<file path="config.mk">
export PLATFORM = sky130hd
export DESIGN_NAME = vga_sync_gen
export DESIGN_NICKNAME = d
export VERILOG_FILES = /design/src/rtl/vga_sync_gen.sv
export SDC_FILE = /design/constraint.sdc
export NUM_CORES = 1
export LEC_CHECK = 0
export ABC_AREA = 1
export CAP_MARGIN = 20
export CORE_MARGIN = 2
export CORE_UTILIZATION = 45
export CTS_CLUSTER_DIAMETER = 30
export DETAILED_ROUTE_END_ITERATION = 7
export GPL_TIMING_DRIVEN = 0
export PLACE_DENSITY = 0.71
export SYNTH_ARGS = -nofsm -noshare
export SYNTH_HDL_FRONTEND = slang
export SYNTH_SLANG_ARGS = --single-unit
</file>
<file path="constraint.sdc">
create_clock -name clk -period 1.75 [get_ports clk]
set_input_delay 0.175 -clock clk [delete_from_list [all_inputs] [get_ports clk]]
set_output_delay 0.175 -clock clk [all_outputs]
set_load 0.01 [all_outputs]
</file>
<file path="src/rtl/vga_sync_gen.sv">
// VGA raster timing generator: pixel-rate divider, h/v counters, registered
// coordinate/video-enable outputs and active-low syncs with a trimmable delay.
module vga_sync_gen #(
    parameter int CLK_DIV  = 4,
    parameter int H_VIS    = 640,
    parameter int H_FP     = 16,
    parameter int H_SYNC   = 96,
    parameter int H_BP     = 48,
    parameter int V_VIS    = 480,
    parameter int V_FP     = 10,
    parameter int V_SYNC   = 2,
    parameter int V_BP     = 33,
    parameter int PIPE_DLY = 1
) (
    input  logic       clk,
    input  logic       reset,
    output logic [9:0] x,
    output logic [9:0] y,
    output logic       en,
    output logic       hsync,
    output logic       vsync,
    output logic       pixel_tick,
    output logic       frame_start
);

    localparam int H_TOTAL = H_VIS + H_FP + H_SYNC + H_BP;
    localparam int V_TOTAL = V_VIS + V_FP + V_SYNC + V_BP;
    localparam int DIV_W   = (CLK_DIV > 1) ? $clog2(CLK_DIV) : 1;

    localparam logic [DIV_W-1:0] DIV_LAST = DIV_W'(CLK_DIV - 1);
    localparam logic [9:0] H_LAST   = 10'(H_TOTAL - 1);
    localparam logic [9:0] V_LAST   = 10'(V_TOTAL - 1);
    localparam logic [9:0] H_VIS_C  = 10'(H_VIS);
    localparam logic [9:0] V_VIS_C  = 10'(V_VIS);
    localparam logic [9:0] HS_START = 10'(H_VIS + H_FP);
    localparam logic [9:0] HS_END   = 10'(H_VIS + H_FP + H_SYNC - 1);
    localparam logic [9:0] VS_START = 10'(V_VIS + V_FP);
    localparam logic [9:0] VS_END   = 10'(V_VIS + V_FP + V_SYNC - 1);

    logic [DIV_W-1:0] div_q, div_d;
    logic [9:0]       h_cnt_q, h_cnt_d;
    logic [9:0]       v_cnt_q, v_cnt_d;
    logic [9:0]       x_q, x_d;
    logic [9:0]       y_q, y_d;
    logic             en_q, en_d;
    logic             frame_start_q, frame_start_d;
    // Bit 0 is the registered raw sync; bits 1..PIPE_DLY are the extra delay.
    logic [PIPE_DLY:0] hs_sr_q, hs_sr_d;
    logic [PIPE_DLY:0] vs_sr_q, vs_sr_d;

    logic tick;
    logic hs_raw;
    logic vs_raw;

    assign tick   = (div_q == DIV_LAST);
    assign hs_raw = !((h_cnt_q >= HS_START) && (h_cnt_q <= HS_END));
    assign vs_raw = !((v_cnt_q >= VS_START) && (v_cnt_q <= VS_END));

    // NOTE: every signal gets a default at the top of always_comb so no path
    // leaves it unassigned, which would infer a latch.
    always_comb begin
        div_d   = div_q + DIV_W'(1);
        h_cnt_d = h_cnt_q;
        v_cnt_d = v_cnt_q;
        if (tick) begin
            div_d = '0;
            if (h_cnt_q == H_LAST) begin
                h_cnt_d = '0;
                v_cnt_d = (v_cnt_q == V_LAST) ? 10'd0 : v_cnt_q + 10'd1;
            end else begin
                h_cnt_d = h_cnt_q + 10'd1;
            end
        end
    end

    always_comb begin
        x_d           = h_cnt_q;
        y_d           = v_cnt_q;
        en_d          = (h_cnt_q < H_VIS_C) && (v_cnt_q < V_VIS_C);
        frame_start_d = (h_cnt_q == 10'd0) && (v_cnt_q == 10'd0) && (div_q == '0);
        hs_sr_d[0]    = hs_raw;
        vs_sr_d[0]    = vs_raw;
        for (int i = 1; i <= PIPE_DLY; i++) begin
            hs_sr_d[i] = hs_sr_q[i-1];
            vs_sr_d[i] = vs_sr_q[i-1];
        end
    end

    // NOTE: sequential state uses non-blocking assignments so every flop
    // samples the pre-edge value of every other flop.
    always_ff @(posedge clk) begin
        if (!reset) begin
            div_q         <= '0;
            h_cnt_q       <= '0;
            v_cnt_q       <= '0;
            x_q           <= '0;
            y_q           <= '0;
            en_q          <= 1'b0;
            frame_start_q <= 1'b0;
            hs_sr_q       <= '1;
            vs_sr_q       <= '1;
        end else begin
            div_q         <= div_d;
            h_cnt_q       <= h_cnt_d;
            v_cnt_q       <= v_cnt_d;
            x_q           <= x_d;
            y_q           <= y_d;
            en_q          <= en_d;
            frame_start_q <= frame_start_d;
            hs_sr_q       <= hs_sr_d;
            vs_sr_q       <= vs_sr_d;
        end
    end

    assign x           = x_q;
    assign y           = y_q;
    assign en          = en_q;
    assign frame_start = frame_start_q;
    assign hsync       = hs_sr_q[PIPE_DLY];
    assign vsync       = vs_sr_q[PIPE_DLY];
    assign pixel_tick  = tick && reset;

endmodule

</file>
==> impl_metrics.json, run 1 <==
{
  "grt_max_degree": 15,
  "die_area_um2": 5346,
  "worst_slew_pin_slew_ns": 0.4777,
  "syn-instance-count": 297,
  "drv_slew": 0,
  "nFillCells": 447,
  "power.leakage_uw": 0.001267,
  "maxSlewHeadroom_pct": 68.16,
  "timing_hold_violations_final": 0,
  "crit_path_start_kind": "register",
  "clk_pin_slew_ns": 0.09,
  "synth.top_cell.area_share_pct": 44.70,
  "critPathKind": "register to primary output",
  "die_w_um": 73.12,
  "clockRootBuffer": "clkbuf_8",
  "routed_wl_um": 4123,
  "worstPathArrival_ns": 1.40,
  "syn-num-nets": 306,
  "min_from": "hs_sr_q[0]",
  "ys_warn_count": 0,
  "n_antenna_cell": 0,
  "cts_buffers": 5,
  "skew_ns": 0.007293,
  "cts_tree": "done",
  "fin_tns_setup_ns": 0,
  "ant_nets": 0,
  "cts.sinks": 48,
  "rows": 25,
  "fin_area_um2": 2570,
  "yosysTopAreaCell": "dfxtp_1",
  "die_h_um": 73.12,
  "async_flop_share_pct": 0,
  "max_cap_violations": 0,
  "viasPerCell": 4.758,
  "worst-path-max-fanout": 9,
  "htree_levels": 2,
  "required_ns": 1.57,
  "wl_per_cell_um": 10.71,
  "grt_overflow": 0,
  "layout-drive-gt1-share_pct": 7.251,
  "grt_pass1_wl_um": 7251,
  "synth_edf_count": 0,
  "r2r-end": "v_cnt_q[9]",
  "synth_area_leaders": "dfxtp_1, nand2_1, inv_1, nor2_1, ha_1",
  "num-nets-final": 339,
  "clock_path_buffers": 2,
  "fmax_ghz": 0.6358,
  "outcome": "completed",
  "drt-initial-drc-count": 213,
  "grtUsageTotal_pct": 17.48,
  "ys_types": 28,
  "pwr_density_cell_nw_per_um2": 724.3,
  "crit_path_end": "pixel_tick",
  "endpoint_kind": "primary output",
  "period_share_pct": 89.87,
  "finalSetupViolCount": 0,
  "fin_crit_ns": 1.573,
  "core_area_um2": 4661,
  "reg2reg_from": "h_cnt_q[1]",
  "rsz0062_at_grt": "false",
  "antenna_found_initial": 0,
  "grt_pass1_vias": 1585,
  "ys_seq_elements": 48,
  "postCtsSetupBuffers": 0,
  "num_vias": 1832,
  "netlist_area_um2": 2150,
  "reg2reg_setup_slack_ns": 0.21,
  "worstSkewPairLatency_ns": 0.30,
  "first_pass_iters": 5,
  "post-dp-hpwl_um": 2891,
  "seq_area_frac_synth_pct": 44.70,
  "hp-class": "register to register",
  "area_growth_pct": 19.56,
  "ios": 27,
  "drc": 0,
  "initial_core_util_pct": 46.12,
  "worstRegToRegCells": 8,
  "io_buffers": 26,
  "placed_area_um2": 2477,
  "synth.avg_cell_area_um2": 7.238,
  "cp-startpoint": "div_q[0]",
  "utilization_pct": 55.14,
  "ys.flop_type": "dfxtp_1",
  "vdd_drop_max_uv": 351.1,
  "gp_congestion": 0.9106
}
## flip-flops by register name, summed over array words and instances (netlist names)
signal,cells
vs_sr_q,2
hs_sr_q,2
div_q,2
x,10
en,1
frame_start,1
h_cnt_q,10
y,10
v_cnt_q,10
## metal layers
metal	part of all wire [%]	vias to the layer above	global-route usage, %
met2	46	56	26.23
met1	47	800	24.55
met3	5.4	10	3.729
li1	-	966	-
met5	0	-	0
met4	2.1	0	6.584
## layout by cell type, fill, tap and decap left out, types with 3 or more instances in the layout
| cell type | Yosys | routed |
|---|---|---|
| xor2_1 | 6 | 6 |
| and2_1 | 3 | 3 |
| nand3_1 | 14 | 14 |
| a21oi_1 | 4 | 4 |
| dfxtp_1 | 48 | 48 |
| nand4_1 | 7 | 7 |
| clkdlybuf4s50_1 | 0 | 25 |
| clkbuf_1 | 3 | 4 |
| buf_2 | 5 | 5 |
| ha_1 | 7 | 7 |
| inv_1 | 54 | 54 |
| nand2_1 | 75 | 75 |
| nor2_4 | 3 | 3 |
| nor2_1 | 40 | 40 |
| o21ai_0 | 7 | 7 |
| nor3_1 | 3 | 3 |
| clkbuf_8 | 0 | 6 |
## worst max-delay path, stage by stage, from the launching register on
cell	delay, ns
dfxtp_1	0.37
ha_1	0.15
buf_4	0.17
nand2_1	0.06
inv_1	0.08
dlygate4sd2_1	0.27
## cells in the mapped netlist (all sizes together), types with 2 or more instances
cell	n
dfxtp	48
a21oi	4
nor4	2
o2111ai	2
nor2	44
nor3	3
o21ai	8
buf	7
ha	7
nand3	15
or2	2
and2	3
xor2	6
clkbuf	3
inv	54
nand2	77
nand4	8
nor3b	2
## power breakdown
group	switching (uW)	internal [uW]	total, uW
clock network	350	321	672
logic	49.9	28.7	78.5
registers	7.20	1100	1110
## logic make-up (layout without fill, tap and decap cells)
logic type               Yosys count  in the layout  share of synthesized area [%]
adder cells (fa/ha/maj)            7              7                          4.074
flip-flops                        48             48                          44.70
buffers and inverters             65             99                          12.16
AND/OR/NAND/NOR                  157            157                          33.00
AO/OA/AOI/OAI                     14             14                          3.609
XOR/XNOR                           6              6                          2.445
## worst min path at each step
stage / end / slack [ns] / depth (start not counted)
2_1_floorplan: v_cnt_q[8] / 0.38 / 2
3_3_place_gp: hs_sr_q[1] / 0.39 / 1
3_5_place_dp: hs_sr_q[1] / 0.40 / 1
4_1_cts: hs_sr_q[1] / 0.42 / 1
5_1_grt: vs_sr_q[1] / 0.43 / 1
6_report: hs_sr_q[1] / 0.41 / 1
## metrics by stage
stage,setup slack (ns),hold slack [ns],total power (uW),std cells
floorplan,0.4312,0.3797,1184,297
CTS,0.1694,0.4173,1884,385
global placement,-0.008231,0.3943,1215,377
global route,0.01359,0.4319,1927,385
detailed placement,-0.01960,0.3982,1218,377
finish,0.1773,0.4134,1861,385
## cell type report
class / instances / area [um2] / share of cell area, %
Buffer: 10 / 55.05 / 2.142
Sequential cell: 48 / 960.9 / 37.39
Tap cell: 54 / 67.56 / 2.629
Multi-Input combinational cell: 184 / 927.1 / 36.08
Clock inverter: 1 / 7.507 / 0.2921
Clock buffer: 7 / 86.33 / 3.359
Timing Repair Buffer: 26 / 259.0 / 10.08
Inverter: 55 / 206.4 / 8.033
## timing repair
item / in CTS / in global routing
gates resized for setup: 1 / 0
endpoints found under the setup margin: 1 / 0
hold buffers: 0 / 0
endpoints found under the hold margin: 0 / 0
Power figures use the tool's default switching activity.
==> run 2: changes to the inputs <==
--- a/config.mk
+++ b/config.mk
@@ -6,13 +6,15 @@
 export NUM_CORES = 1
 export LEC_CHECK = 0
 export ABC_AREA = 1
-export CAP_MARGIN = 20
+export CAP_MARGIN = 40
 export CORE_MARGIN = 2
 export CORE_UTILIZATION = 45
 export CTS_CLUSTER_DIAMETER = 30
 export DETAILED_ROUTE_END_ITERATION = 7
 export GPL_TIMING_DRIVEN = 0
 export PLACE_DENSITY = 0.71
+export REMOVE_ABC_BUFFERS = 1
+export SLEW_MARGIN = 20
 export SYNTH_ARGS = -nofsm -noshare
 export SYNTH_HDL_FRONTEND = slang
 export SYNTH_SLANG_ARGS = --single-unit
==> impl_metrics.json, run 2 (synthesis results as in run 1) <==
{
  "cts.hold.buffers_added": 0,
  "drt-initial-drc-count": 114,
  "io_buffers": 26,
  "grtUsageTotal_pct": 15.72,
  "layout-drive-gt1-share_pct": 7.430,
  "area_growth_pct": 18.80,
  "crit_path_start_kind": "register",
  "die_h_um": 73.12,
  "min_from": "reset",
  "num_vias": 1735,
  "clock_path_buffers": 2,
  "timing_hold_violations_final": 0,
  "required_ns": 1.57,
  "worstHoldEndpoint": "y[0]",
  "fin_crit_ns": 1.646,
  "period_share_pct": 94.04,
  "core_area_um2": 4661,
  "finalSetupViolCount": 0,
  "gp_congestion": 0.8445,
  "clockRootBuffer": "clkbuf_8",
  "worst-path-max-fanout": 3,
  "outcome": "completed",
  "fmax_ghz": 0.6076,
  "viasPerCell": 4.602,
  "skew_ns": 0.004947,
  "min_delay_path_depth": 3,
  "cts.sinks": 48,
  "regArea_um2": 963.4,
  "worst_hold_slack_ns": 0.3930,
  "setup_ws_ns": 0.1042,
  "post-dp-hpwl_um": 2795,
  "cts_buffers": 5,
  "placed_area_um2": 2437,
  "maxSlewHeadroom_pct": 77.84,
  "worstSkewPairLatency_ns": 0.30,
  "wl_per_cell_um": 10.16,
  "rsz0062_at_grt": "false",
  "fin_area_um2": 2554,
  "layout_common_cells": "nand2_1, inv_1, dfxtp_1",
  "rows": 25,
  "clk_pin_slew_ns": 0.09,
  "die_w_um": 73.12,
  "hp-class": "input port to register",
  "reg2reg_setup_slack_ns": 0.13,
  "cts_tree": "done",
  "reg2reg_from": "h_cnt_q[0]",
  "initial_core_util_pct": 46.12,
  "routed_wl_um": 3829,
  "grt_pass1_wl_um": 6520,
  "die_area_um2": 5346,
  "ant_nets": 0,
  "worstRegToRegCells": 8,
  "power.leakage_uw": 0.001229,
  "antenna_found_initial": 0,
  "worst_slew_pin_slew_ns": 0.3324,
  "htree_levels": 2,
  "drv_slew": 0,
  "endpoint_kind": "primary output",
  "first_pass_iters": 4,
  "grt_overflow": 0,
  "vdd_drop_max_uv": 343.7,
  "ios": 27,
  "grt_pass1_vias": 1433,
  "final_common_cell": "nand2_1",
  "critPathKind": "register to primary output",
  "grt_max_degree": 17,
  "n_antenna_cell": 0,
  "placed_cells": 368,
  "layoutNonFillerInstCount": 377,
  "pwr_density_cell_nw_per_um2": 722.7,
  "drc": 0,
  "r2r-end": "v_cnt_q[5]",
  "max_cap_violations": 0,
  "num-nets-final": 331,
  "pre_cts_ws_ns": -0.3926,
  "fin_tns_setup_ns": 0,
  "worstPathArrival_ns": 1.47,
  "nFillCells": 451,
  "multi_input_area_um2": 939.7
}
-- run 2: cell count changes in the layout (fill, tap and decap cells not counted), sizes merged --
| cell | change |
|---|---|
| clkinv | +1 |
| buf | -5 |
| clkinvlp | +1 |
| clkbuf | -5 |
| clkdlybuf4s15 | +1 |
| dlygate4sd2 | -1 |
-- run 2: cell type report --
cell class / count / share of cell area [%]
clock buffers: 5 / 2.695
clock inverters: 3 / 0.9309
inverters: 55 / 8.084
multi-input cells: 184 / 36.80
flip-flops and latches: 48 / 37.73
well taps: 54 / 2.646
repair buffers: 28 / 11.12
-- run 2: worst max-delay path, cell delays in order (launching register included) --
cell             delay (ns)
dfxtp_2                0.36
ha_4                   0.14
nand2_1                0.05
inv_1                  0.08
clkdlybuf4s50_1        0.54
-- run 2: stage by stage --
step	util, %	power (uW)
2_1_floorplan	-	1175
3_3_place_gp	51.97	1209
3_5_place_dp	52.30	1214
4_1_cts	54.77	1868
5_1_grt	54.79	1916
6_report	54.79	1846
-- run 2: routing by layer --
| metal | global-route usage [%] | wire [um] | share of wire [%] | up-vias |
|---|---|---|---|---|
| li1 | - | - | - | 944 |
| met1 | 20.93 | 1921 | 50 | 757 |
| met2 | 24.52 | 1707 | 45 | 28 |
| met3 | 3.729 | 127 | 3.3 | 6 |
| met4 | 6.173 | 72 | 1.9 | 0 |
| met5 | 0 | 0 | 0 | - |
-- run 2: worst max path at each step --
| stage | start | end | slack (ns) | depth (start not counted) |
|---|---|---|---|---|
| after floorplan | h_cnt_q[0] | v_cnt_q[5] | 0.37 | 8 |
| after global placement | reset | frame_start | -0.82 | 5 |
| after detailed placement | reset | pixel_tick | -0.39 | 5 |
| after CTS | div_q[1] | pixel_tick | 0.04 | 4 |
| after global routing | reset | pixel_tick | 0.005 | 5 |
| final | div_q[1] | pixel_tick | 0.10 | 4 |
-- run 2: what timing repair did --
action                     CTS  global route
pin swaps                    1             0
setup endpoints to repair    1             1
gates resized for setup      6             1
setup buffers                1             0
-- run 2: power breakdown --
group	switching, uW	internal [uW]	leakage, uW	total [uW]
Combinational	46.7	31.6	0.000800	78.3
Sequential	9.88	1110	0.000388	1120
Clock	369	283	0.0000404	652
==> run 3: changes to the inputs <==
--- a/config.mk
+++ b/config.mk
@@ -6,7 +6,6 @@
 export NUM_CORES = 1
 export LEC_CHECK = 0
 export ABC_AREA = 1
-export CAP_MARGIN = 40
 export CORE_MARGIN = 2
 export CORE_UTILIZATION = 45
 export CTS_CLUSTER_DIAMETER = 30
==> impl_metrics.json, run 3 (synthesis results as in run 1) <==
{
  "timing_hold_violations_final": 0,
  "viasPerCell": 4.582,
  "p_switching_uw": 420.4,
  "finalPower_uw": 1836,
  "post-dp-hpwl_um": 2739,
  "grt_max_degree": 32,
  "num_vias": 1723,
  "n_antenna_cell": 0,
  "grt_pass1_wl_um": 6410,
  "fin_crit_ns": 1.659,
  "clock_path_buffers": 2,
  "required_ns": 1.57,
  "gp_congestion": 0.8445,
  "cts_buffers": 5,
  "fin_tns_setup_ns": 0,
  "cts_tree": "done",
  "vdd_drop_max_uv": 381.2,
  "comb_power_share_pct": 4.0,
  "outcome": "completed",
  "worst-path-max-fanout": 3,
  "initial_core_util_pct": 46.12,
  "die_area_um2": 5346,
  "fmax_ghz": 0.6028,
  "clk_pin_slew_ns": 0.09,
  "first_pass_iters": 4,
  "critPathKind": "register to primary output",
  "cts.hold.buffers_added": 0,
  "rows": 25,
  "die_w_um": 73.12,
  "p_int_uw": 1416,
  "die_h_um": 73.12,
  "worst_slew_pin_slew_ns": 0.5371,
  "final_common_cell": "nand2_1",
  "utilization_pct": 54.34,
  "wl_per_cell_um": 10.06,
  "worstSkewPairLatency_ns": 0.30,
  "hp-class": "input port to register",
  "power.leakage_uw": 0.001220,
  "pwr_density_cell_nw_per_um2": 725.1,
  "routed_wl_um": 3784,
  "io_buffers": 26,
  "skew_ns": 0.007217,
  "worstPathArrival_ns": 1.48,
  "endpoint_kind": "primary output",
  "cts.sinks": 48,
  "nFillCells": 457,
  "swShare_pct": 22.90,
  "finalSetupViolCount": 0,
  "layout_common_cells": "nand2_1, inv_1, dfxtp_1",
  "layout-drive-gt1-share_pct": 7.143,
  "seq_power_share_pct": 60.8,
  "drt-initial-drc-count": 106,
  "core_area_um2": 4661,
  "max_cap_violations": 0,
  "num-nets-final": 330,
  "htree_levels": 2,
  "crit_path_start_kind": "register",
  "ios": 27,
  "grt_overflow": 0,
  "drc": 0,
  "drv_slew": 0,
  "area_growth_pct": 17.81,
  "grt_pass1_vias": 1400,
  "grtUsageTotal_pct": 15.34,
  "rsz0062_at_grt": "false",
  "ant_nets": 0,
  "antenna_found_initial": 0,
  "maxSlewHeadroom_pct": 64.20,
  "clockRootBuffer": "clkbuf_8",
  "period_share_pct": 94.79,
  "pwr-share-clk_pct": 35.3
}
## run 3: per-layer routing
layer / track usage [%] / routed length, um / vias to the layer above
li1: - / - / 941
met1: 21.08 / 1905 / 747
met2: 23.32 / 1706 / 29
met3: 3.315 / 114 / 6
met4: 6.173 / 58 / 0
met5: 0 / 0 / -
## run 3: worst max-delay path: stages, from the launching register on
cell             delay, ns
dfxtp_2               0.36
ha_4                  0.13
nand2_1               0.04
inv_1                 0.10
clkdlybuf4s50_1       0.55
## run 3: what timing repair did
item,CTS,global route
pin swaps,1,0
buffers inserted,1,0
gates resized for setup,6,3
setup endpoints to repair,14,1
## run 3: cell type report
type,count,area (um2),area share (%)
Tap cell,54,67.56,2.668
Clock inverter,3,23.77,0.9387
Inverter,55,206.4,8.152
Sequential cell,48,963.4,38.04
Clock buffer,5,68.82,2.717
Timing Repair Buffer,27,262.8,10.38
Multi-Input combinational cell,184,939.7,37.10
## run 3: final timing paths
check / from / endpoint / slack, ns / cells after the start
worst min register to register: hs_sr_q[0] / hs_sr_q[1] / 0.42 / 1
worst max register to register: h_cnt_q[1] / v_cnt_q[5] / 0.15 / 8
worst max-delay path: div_q[0] / pixel_tick / 0.09 / 4
worst min-delay path: reset / x[0] / 0.36 / 3
## run 3: per-stage QoR
step	area (um2)	setup slack, ns	hold WS (ns)	std cells
global placement	2422	-0.8218	0.3952	367
floorplan	2095	0.3676	0.2726	287
detailed placement	2422	-0.8377	0.4045	367
finish	2532	0.09112	0.3557	376
global route	2532	0.007339	0.3824	376
CTS	2537	0.03293	0.4248	376
## run 3: power groups by stage
stage	clock network (uW)	logic, uW	registers [uW]
6_report	647	73.4	1120
5_1_grt	708	86.6	1120
4_1_cts	671	75.9	1110
3_5_place_dp	0	73.4	1140
3_3_place_gp	0	72.5	1140
2_1_floorplan	0	35.8	1140
